**config.mk**
```make
export PLATFORM = sky130hd
export DESIGN_NAME = multicycle_controller
export DESIGN_NICKNAME = d
export VERILOG_FILES = /design/src/rtl/mc_pkg.sv /design/src/rtl/mc_wait_timer.sv /design/src/rtl/multicycle_controller.sv
export SDC_FILE = /design/constraint.sdc
export NUM_CORES = 1
export LEC_CHECK = 0
export ABC_AREA = 1
export CELL_PAD_IN_SITES_DETAIL_PLACEMENT = 1
export CELL_PAD_IN_SITES_GLOBAL_PLACEMENT = 1
export CORE_MARGIN = 2
export CORE_UTILIZATION = 31
export CTS_BUF_LIST = sky130_fd_sc_hd__clkbuf_2
export CTS_CLUSTER_SIZE = 24
export DETAILED_ROUTE_END_ITERATION = 7
export PLACE_DENSITY = 0.95
export SYNTH_ARGS = -nofsm -noshare
export SYNTH_HDL_FRONTEND = slang
export SYNTH_SLANG_ARGS = --single-unit
```
**constraint.sdc**
```tcl
create_clock -name clk -period 2.2 [get_ports clk]
set_input_delay 0.33 -clock clk [delete_from_list [all_inputs] [get_ports clk]]
set_output_delay 0.33 -clock clk [all_outputs]
set_load 0.01 [all_outputs]
```
**src/rtl/mc_pkg.sv**
```systemverilog
// Shared definitions for the multicycle controller: state encoding, opcodes,
// ALU encodings, decoded instruction class and per-state control bundle.
package mc_pkg;

   typedef enum logic [2:0] {
      S_FETCH  = 3'd0,
      S_DECODE = 3'd1,
      S_EXEC   = 3'd2,
      S_MEM    = 3'd3,
      S_WB     = 3'd4,
      S_ERR    = 3'd5
   } state_t;

   localparam logic [6:0] OPC_R     = 7'b0110011;
   localparam logic [6:0] OPC_I     = 7'b0010011;
   localparam logic [6:0] OPC_LOAD  = 7'b0000011;
   localparam logic [6:0] OPC_STORE = 7'b0100011;

   localparam logic [1:0] ALU_ADD   = 2'b00;
   localparam logic [1:0] ALU_FUNCT = 2'b10;

   localparam logic [1:0] SRCB_RS2  = 2'b00;
   localparam logic [1:0] SRCB_FOUR = 2'b01;
   localparam logic [1:0] SRCB_IMM  = 2'b10;

   typedef enum logic [2:0] {
      C_R     = 3'd0,
      C_I     = 3'd1,
      C_LOAD  = 3'd2,
      C_STORE = 3'd3,
      C_BAD   = 3'd4
   } op_class_t;

   typedef struct packed {
      logic       mem_req;
      logic       mem_we;
      logic       i_or_d;
      logic       alu_src_a;
      logic [1:0] alu_src_b;
      logic [1:0] alu_op;
      logic       reg_write;
      logic       mem_to_reg;
   } ctrl_t;

   function automatic op_class_t decode_op(input logic [6:0] op);
      op_class_t c;
      case (op)
         OPC_R:     c = C_R;
         OPC_I:     c = C_I;
         OPC_LOAD:  c = C_LOAD;
         OPC_STORE: c = C_STORE;
         default:   c = C_BAD;
      endcase
      return c;
   endfunction

   // Moore part of the control word; anything not named for a state stays 0.
   function automatic ctrl_t ctrl_for(input state_t st, input op_class_t c);
      ctrl_t k;
      k = '0;
      case (st)
         S_FETCH: begin
            k.mem_req   = 1'b1;
            k.alu_src_b = SRCB_FOUR;
            k.alu_op    = ALU_ADD;
         end
         S_EXEC: begin
            k.alu_src_a = 1'b1;
            case (c)
               C_R: begin
                  k.alu_src_b = SRCB_RS2;
                  k.alu_op    = ALU_FUNCT;
               end
               C_I: begin
                  k.alu_src_b = SRCB_IMM;
                  k.alu_op    = ALU_FUNCT;
               end
               default: begin
                  k.alu_src_b = SRCB_IMM;
                  k.alu_op    = ALU_ADD;
               end
            endcase
         end
         S_MEM: begin
            k.mem_req = 1'b1;
            k.i_or_d  = 1'b1;
            k.mem_we  = (c == C_STORE);
         end
         S_WB: begin
            k.reg_write  = 1'b1;
            k.mem_to_reg = (c == C_LOAD);
         end
         default: k = '0;
      endcase
      return k;
   endfunction

endpackage

```
**src/rtl/mc_wait_timer.sv**
```systemverilog
// Counts consecutive memory wait cycles and flags the cycle that would reach
// WAIT_MAX; the count clears whenever waiting stops (i.e. on a state change).
module mc_wait_timer #(
   parameter int WAIT_MAX = 15
) (
   input  logic clk,
   input  logic reset,
   input  logic count_en,
   output logic expired
);

   localparam int CW = $clog2(WAIT_MAX + 1);
   localparam logic [CW-1:0] LIMIT = CW'(WAIT_MAX - 1);

   logic [CW-1:0] cnt_r;

   assign expired = count_en && (cnt_r == LIMIT);

   always_ff @(posedge clk) begin
      if (reset) begin
         cnt_r <= '0;
      end else if (!count_en || expired) begin
         cnt_r <= '0;
      end else begin
         cnt_r <= cnt_r + {{(CW-1){1'b0}}, 1'b1};
      end
   end

endmodule

```
**src/rtl/multicycle_controller.sv**
```systemverilog
// Multicycle FETCH/DECODE/EXEC/MEM/WB control FSM with wait timeout.
// Optional retired-instruction counter enabled by macro MC_PERF_CNT_EN.
module multicycle_controller
   import mc_pkg::*;
#(
   parameter int WAIT_MAX = 15
) (
   input  logic        clk,
   input  logic        reset,
   input  logic [6:0]  opcode,
   input  logic        mem_ready,
   output logic        mem_req,
   output logic        mem_we,
   output logic        i_or_d,
   output logic        pc_write,
   output logic        ir_write,
   output logic        alu_src_a,
   output logic [1:0]  alu_src_b,
   output logic [1:0]  alu_op,
   output logic        reg_write,
   output logic        mem_to_reg,
   output logic        illegal,
   output logic        timeout,
   output logic [2:0]  state,
   output logic [31:0] retired_cnt
);

   state_t    state_r, state_nxt;
   op_class_t cls_r, cls_nxt;
   ctrl_t     ctrl_r;
   logic      illegal_r, timeout_r;
   logic      waiting, expired;

   assign waiting = ((state_r == S_FETCH) || (state_r == S_MEM)) && !mem_ready;

   mc_wait_timer #(.WAIT_MAX(WAIT_MAX)) u_wait_timer (
      .clk      (clk),
      .reset    (reset),
      .count_en (waiting),
      .expired  (expired)
   );

   // mem_ready is checked before expiry so a late completion still wins.
   always_comb begin
      state_nxt = state_r;
      cls_nxt   = cls_r;
      case (state_r)
         S_FETCH: begin
            if (mem_ready)    state_nxt = S_DECODE;
            else if (expired) state_nxt = S_ERR;
            else              state_nxt = S_FETCH;
         end
         S_DECODE: begin
            cls_nxt = decode_op(opcode);
            if (cls_nxt == C_BAD) state_nxt = S_ERR;
            else                  state_nxt = S_EXEC;
         end
         S_EXEC: begin
            if ((cls_r == C_R) || (cls_r == C_I)) state_nxt = S_WB;
            else                                  state_nxt = S_MEM;
         end
         S_MEM: begin
            if (mem_ready) begin
               if (cls_r == C_STORE) state_nxt = S_FETCH;
               else                  state_nxt = S_WB;
            end else if (expired) begin
               state_nxt = S_ERR;
            end else begin
               state_nxt = S_MEM;
            end
         end
         S_WB:    state_nxt = S_FETCH;
         S_ERR:   state_nxt = S_ERR;
         default: state_nxt = S_ERR;
      endcase
   end

   // Control word is registered from the next state so it is valid on entry.
   always_ff @(posedge clk) begin
      if (reset) begin
         state_r   <= S_FETCH;
         cls_r     <= C_R;
         ctrl_r    <= ctrl_for(S_FETCH, C_R);
         illegal_r <= 1'b0;
         timeout_r <= 1'b0;
      end else begin
         state_r <= state_nxt;
         cls_r   <= cls_nxt;
         ctrl_r  <= ctrl_for(state_nxt, cls_nxt);
         if ((state_r == S_DECODE) && (state_nxt == S_ERR)) begin
            illegal_r <= 1'b1;
         end
         if (((state_r == S_FETCH) || (state_r == S_MEM)) && (state_nxt == S_ERR)) begin
            timeout_r <= 1'b1;
         end
      end
   end

   assign mem_req    = ctrl_r.mem_req;
   assign mem_we     = ctrl_r.mem_we;
   assign i_or_d     = ctrl_r.i_or_d;
   assign alu_src_a  = ctrl_r.alu_src_a;
   assign alu_src_b  = ctrl_r.alu_src_b;
   assign alu_op     = ctrl_r.alu_op;
   assign reg_write  = ctrl_r.reg_write;
   assign mem_to_reg = ctrl_r.mem_to_reg;
   assign illegal    = illegal_r;
   assign timeout    = timeout_r;
   assign state      = state_r;

   // Fetch completion strobes follow mem_ready in the same cycle.
   assign ir_write = (state_r == S_FETCH) && mem_ready && !reset;
   assign pc_write = (state_r == S_FETCH) && mem_ready && !reset;

`ifdef MC_PERF_CNT_EN
   logic [31:0] retired_r;

   // Retire on leaving WB, or when a store completes in MEM.
   always_ff @(posedge clk) begin
      if (reset) begin
         retired_r <= 32'd0;
      end else if ((state_r == S_WB) ||
                   ((state_r == S_MEM) && (cls_r == C_STORE) && mem_ready)) begin
         retired_r <= retired_r + 32'd1;
      end
   end

   assign retired_cnt = retired_r;
`else
   assign retired_cnt = 32'd0;
`endif

endmodule
```
==> flow_summary_export.csv <==
group,metric,value,unit
pwr,leakage,0.7105,nW
cts,cts_tree,"done",
synth,synth.cell_area,1234,µm²
cts,numCtsBuffers,3,
pwr,internal_power,0.5230,mW
setup_path,cpLargestDelayFamily,"buffers and inverters",
final_layout,fin_nets,213,
route,wl_per_cell,10.27,µm
timing,slew_viol_final,0,
setup_path,end_kind,"output port",
synth,ys_warn_count,0,
pwr,p_sw,0.2560,mW
global_route,grt_pass1_vias,958,
final_layout,fillCellCount,495,
die,die-area,4500,µm²
cts,clk_transition_reported_paths,0.20,ns
timing,final.min_clock_period,2.045,ns
route,antenna_left,0,
route,drcViolationCount,0,
cts,postCtsSetupBuffers,0,
final_layout,fin_area,1440,µm²
synth,syn_avg_cell_area,7.173,µm²
setup_path,slowest_delay,0.55,ns
setup_path,cp_max_fo,6,
setup_path,cp_data_required_time,1.87,ns
timing,fin_crit_sh,0.9296,
place,io_buffer_count,25,
pwr,power_frac_seq,0.536,
pwr,power_density,540.9,nW/µm²
timing,fin_tns_setup,0,ns
synth,ys_ff_latch,21,
synth,synth_cells,172,
hold_path,hp-class,"reg2reg",
global_route,grt_pass1_wl,4.098,mm
final_layout,antenna_cells,0,
setup_path,cp.depth,4,
setup_path,cp_slowest_cell,"clkdlybuf4s50_1",
global_route,grt_start_max_net_pins,12,
route,drt-initial-drc-count,41,
run,drv_cap,0,
die,start_util,0.3295,
cts,root_buffer,"clkbuf_2",
setup_path,path_cells,"nor2_2, nand3_1, nor2_1, clkdlybuf4s50_1",
pwr,p_comb_frac,0.250,
die,ios,59,
global_route,grt_usage,0.1205,
final_layout,seq_area,421.7,µm²
global_route,antenna_found_initial,0,
status,outcome,"completed",
synth,synth_cell_types,24,
die,coreArea,3744,µm²
pwr,ir_drop,255.9,µV
cts,clock_latency,0.33,ns
synth,ys_seq_area_frac,0.3408,
pwr,clkPwrFrac,0.214,
route,viasPerCell,4.101,
final_layout,area_growth,16.73,%
die,die_h,67.09,µm
cts,htreeDepth,1,
timing,fmax,489.0,MHz
die,dieWidth,67.09,µm
place,gp_congestion,0.8812,
global_route,grt_remaining_overflow,0,
pwr,switching_share,0.3286,
final_layout,drive_gt1_frac,0.1050,
final_layout,layout_common_cells,"conb_1 (33), nand2_1 (25), clkdlybuf4s50_1 (25)",
route,routed_wl,2.548,mm
final_layout,multi_input_area,581.8,µm²
final_layout,mostFrequentLayoutCell,"conb_1",
setup_path,reg2reg_depth,9,
route,vias,1017,
setup_path,path_buf_inv,1,
timing,fin_worst_skew,0.008487,ns
setup_path,criticalPathCategory,"reg2out",
setup_path,worstPathArrival,1.72,ns
setup_path,startpoint_type,"flip-flop",
die,rows,22,
final_layout,top_register,"u_wait_timer.cnt_r",
cts,clk_path_buf_depth,2,
timing,setup_viol,0,
hold_path,worstHoldPathCells,2,
cts,cts_sinks,21,
timing,rsz0062_at_grt,"false",
final_layout,largest_register_ff_count,4,
place,hpwl,2.070,mm
timing,finalHoldViolCount,0,
place,dpl_cell_area,1416,µm²
route,dr.pass1.iters,4,
-- worst register-to-register path, cell delays in order, from the launching register on --
cell and delay (ns):
dfxtp_1 0.52, inv_2 0.10, nor3_4 0.27, nand2_2 0.15, nand2_1 0.09, nor2_1 0.06
nand2_2 0.09, inv_1 0.06, nand3_2 0.09, nor2_1 0.04
-- Yosys cell counts, drive strengths merged --
master | instances | area, µm²
nor3b | 1 | 7.510
buf | 34 | 255.2
dfxtp | 21 | 420.4
xnor2 | 1 | 8.760
ha | 2 | 25.02
a21oi | 3 | 15.01
xor2 | 1 | 8.760
nand2 | 29 | 118.9
nor2 | 24 | 92.59
nor3 | 3 | 31.28
inv | 25 | 93.84
conb | 1 | 3.750
clkinv | 1 | 5.000
o21ai | 3 | 18.76
nand3 | 20 | 110.1
nand4 | 3 | 18.77
-- power by group through the flow --
| stage | Sequential [mW] | Clock (mW) | Combinational, mW |
|---|---|---|---|
| after floorplan | 0.428 | 0 | 0.158 |
| after global placement | 0.424 | 0 | 0.188 |
| after detailed placement | 0.425 | 0 | 0.194 |
| after CTS | 0.417 | 0.179 | 0.194 |
| after global routing | 0.422 | 0.193 | 0.218 |
| final | 0.417 | 0.167 | 0.195 |
-- worst paths after layout --
kind | startpoint | endpoint | slack (ns)
max | state[0] | pc_write | 0.15
max reg2reg | state[0] | alu_src_b[1] | 0.63
min reg2reg | timeout | timeout | 0.46
min | timeout | timeout | 0.46
-- logic make-up (layout without fill, tap and decap cells) --
| logic type | count (synthesis) | in the layout | synth area share |
|---|---|---|---|
| flops | 21 | 21 | 0.3408 |
| compound gates | 6 | 6 | 0.02737 |
| buf+inv | 60 | 56 | 0.2870 |
| fa+ha+maj | 2 | 2 | 0.02028 |
| simple gates | 80 | 80 | 0.3073 |
| other cells | 1 | 33 | 0.003040 |
| xor+xnor | 2 | 2 | 0.01420 |
-- metal layers --
metal  wire length, µm  GRT usage  vias to the layer above
met5                 0          0                        -
met4                23    0.04592                        0
met3               178    0.03378                        5
met2              1236     0.2017                       38
met1              1110     0.1448                      454
li1                  -          -                      520
-- area by class of cell --
class,count,share of cell area
Clock buffer,4,0.01390
Multi-Input combinational cell,123,0.4040
Timing Repair Buffer,26,0.1790
Inverter,26,0.06864
Tap cell,48,0.04170
Sequential cell,21,0.2928
-- metrics by stage --
stage | utilization | instances | setup slack [ns] | power (mW) | hold WS [ns]
6_report | 0.3847 | 248 | 0.1550 | 0.7790 | 0.4629
3_5_place_dp | 0.3783 | 244 | 0.1657 | 0.6192 | 0.4420
5_1_grt | 0.3847 | 248 | 0.01410 | 0.8329 | 0.4989
3_3_place_gp | 0.3783 | 244 | 0.2154 | 0.6119 | 0.4354
2_1_floorplan | - | 204 | 0.8299 | 0.5855 | 0.3991
4_1_cts | 0.3837 | 248 | 0.03700 | 0.7902 | 0.4670
-- repair_timing --
item | CTS | global route
endpoints found under the hold margin | 0 | 0
endpoints found under the setup margin | 0 | 2
hold buffers | 0 | 0
gates resized for setup | 0 | 2
Note: power is estimated with default switching activity, not from simulation.
==> edit: new RTL, config.mk and constraints unchanged <==
The option `MC_PERF_CNT_EN` is turned on by a define.
--- a/src/rtl/multicycle_controller.sv
+++ b/src/rtl/multicycle_controller.sv
@@ -1,4 +1,6 @@
 // Multicycle FETCH/DECODE/EXEC/MEM/WB control FSM with wait timeout.
 // Optional retired-instruction counter enabled by macro MC_PERF_CNT_EN.
+`define MC_PERF_CNT_EN
+
 module multicycle_controller
    import mc_pkg::*;
Check against the original RTL: not equivalent (a bounded check fails within 10 cycles, from zero or initial values and one cycle with reset high).
==> edit against the original RTL <==
- routed wire length grew to 3.6 times the old value
- utilization grew 1.7 points
- synthesized area grew 140%
- final cell count grew to 2.6 times the old value
- count of clock-buffer cells in the layout grew 1
- setup slack gained 150 ps
- clock skew grew 12 ps
- power grew 110%
- cell area grew to 2.6 times the old value
- sequential cell count grew 32
- sequential share of layout area shrank 0.77 points
- non-clock buffer count grew 36
- largest power group unchanged
==> edit: results (changes against the original RTL) <==
critical path startpoint=state[0]; maximum vdd drop=0.0002065 V (-19%); worst slack, placed=154.6 ps (-11.11 ps); Worst Min Path Start=timeout; largest net degree at the start of global routing=30 (+18); Max-slew headroom=between 60% and 70%; drt initial violations=111 (+170%); Post-Syn Area per Cell=6.529 um^2 (-9.0%); Clock Tree Buf Depth=2 (unchanged); initial antenna violation count=0 (unchanged); most common library cells after synthesis=157 x nand2_1, 74 x nor2_1, 53 x dfxtp_1; post-DR wirelength/cell=14.14 um (+38%); Worst EP arrival=1570 ps (-150 ps); max incr delay on CP=410 ps (-140 ps); Clock Pin Slew Worst Setup and Hold Paths=290 ps (+90 ps); ANT cells=0 (unchanged); ratio of cells with drive above 1 in the final layout=10.83% (+0.33 points); number of fillers in the final layout=1212 (+140%); max reg flops=32 (+28); Async S/R FF share, synth=0% (unchanged); status=completed; GRT Total Usage=18.37% (+6.3 points); leakage=1.351 nW (+90%); post-CTS resize count=6 (+6); post-synthesis net count=472; maximum fanout along the worst path=3 (-3); Via density=4.833 (+18%); Comb pwr share=14.8% (-10 points); DPL Wire Length=7190 um (+250%); post-synth cell types=34 (+42%); critical path's slowest cell=dfxtp_4; Worst Hold Class=register to register; clock network power=0.396 mW (+140%); sequential area share after synthesis=35.41% (+1.3 points); critical path's top delay family=simple AND/OR/NAND/NOR gates; Port Buffers=57 (+130%); clock skew=20.37 ps (+11.89 ps); gpl congestion=0.8902 (+1.0%); CTS buffer count=5 (+2); H-tree Lvls=2 (+1); DRT Pass-1 Iters=4 (unchanged); Yosys warning count=0 (unchanged); final WL=9136 um (+260%); ranking of synthesized cells by area=dfxtp_1 35%, nand2_1 20%, nor2_1 9.3%; Cells after DPL=637 (+160%); Nets=530 (+150%); worst skew pair latency=450 ps (+120 ps); post-CTS setup buffer count=2 (+2); first-pass GRT wire length=15420 um (+280%); vias in the first global route=3328 (+250%); origin of the critical flop-to-flop path=retired_cnt[0]; Net Sw Frac=29.81% (-3.0 points); clk root buf=clkbuf_2
[edit: worst register-to-register path: stages, from the launching register on]
cell     delay [ps]
dfxtp_1         470
ha_1            250
inv_1           100
nor2_4          200
nand2_2         120
nor2_1          180
xor2_1          170
nand2_1          70
a21oi_1         140
[edit: layout make-up]
| type | count | area [um^2] | share of cell area [%] |
|---|---|---|---|
| multi-input cells | 357 | 1724 | 45.99 |
| flip-flops and latches | 53 | 1069 | 28.50 |
| repair buffers | 62 | 609.3 | 16.25 |
| well taps | 129 | 161.4 | 4.306 |
| inverters | 38 | 143.9 | 3.838 |
| clock buffers | 5 | 25.02 | 0.6676 |
| clock inverters | 2 | 16.27 | 0.4339 |
[edit: through the flow]
step           area, um^2  power [mW]
2_1_floorplan        2997       1.165
3_3_place_gp         3681       1.246
3_5_place_dp         3681       1.259
4_1_cts              3746       1.659
5_1_grt              3749       1.724
6_report             3749       1.642
[edit: worst paths after layout]
check                           depth (start not counted)  slack [ps]         endpoint
worst min register to register                          2         480          timeout
worst max register to register                          8         440  retired_cnt[16]
worst max-delay path                                    4         300         ir_write
worst min-delay path                                    2         480          timeout
[edit: routing by layer]
layer  up-vias  global-route usage, %  part of all wire, %
met5         -                      0                    0
met2        66                  34.92                   51
met1      1495                  20.85                   44
li1       1547                      -                    -
met4         0                  5.026                  1.4
met3        14                  3.420                  4.1
[edit: logic make-up (layout without fill, tap and decap cells)]
logic type	Yosys count	count (layout)	synth area share (%)
adder cells (fa/ha/maj)	3	3	1.253
buffers and inverters	49	107	7.140
AO/OA/AOI/OAI	46	46	8.142
flip-flops	53	53	35.41
other	1	1	0.1251
XOR/XNOR	8	8	2.338
AND/OR/NAND/NOR	299	299	45.60
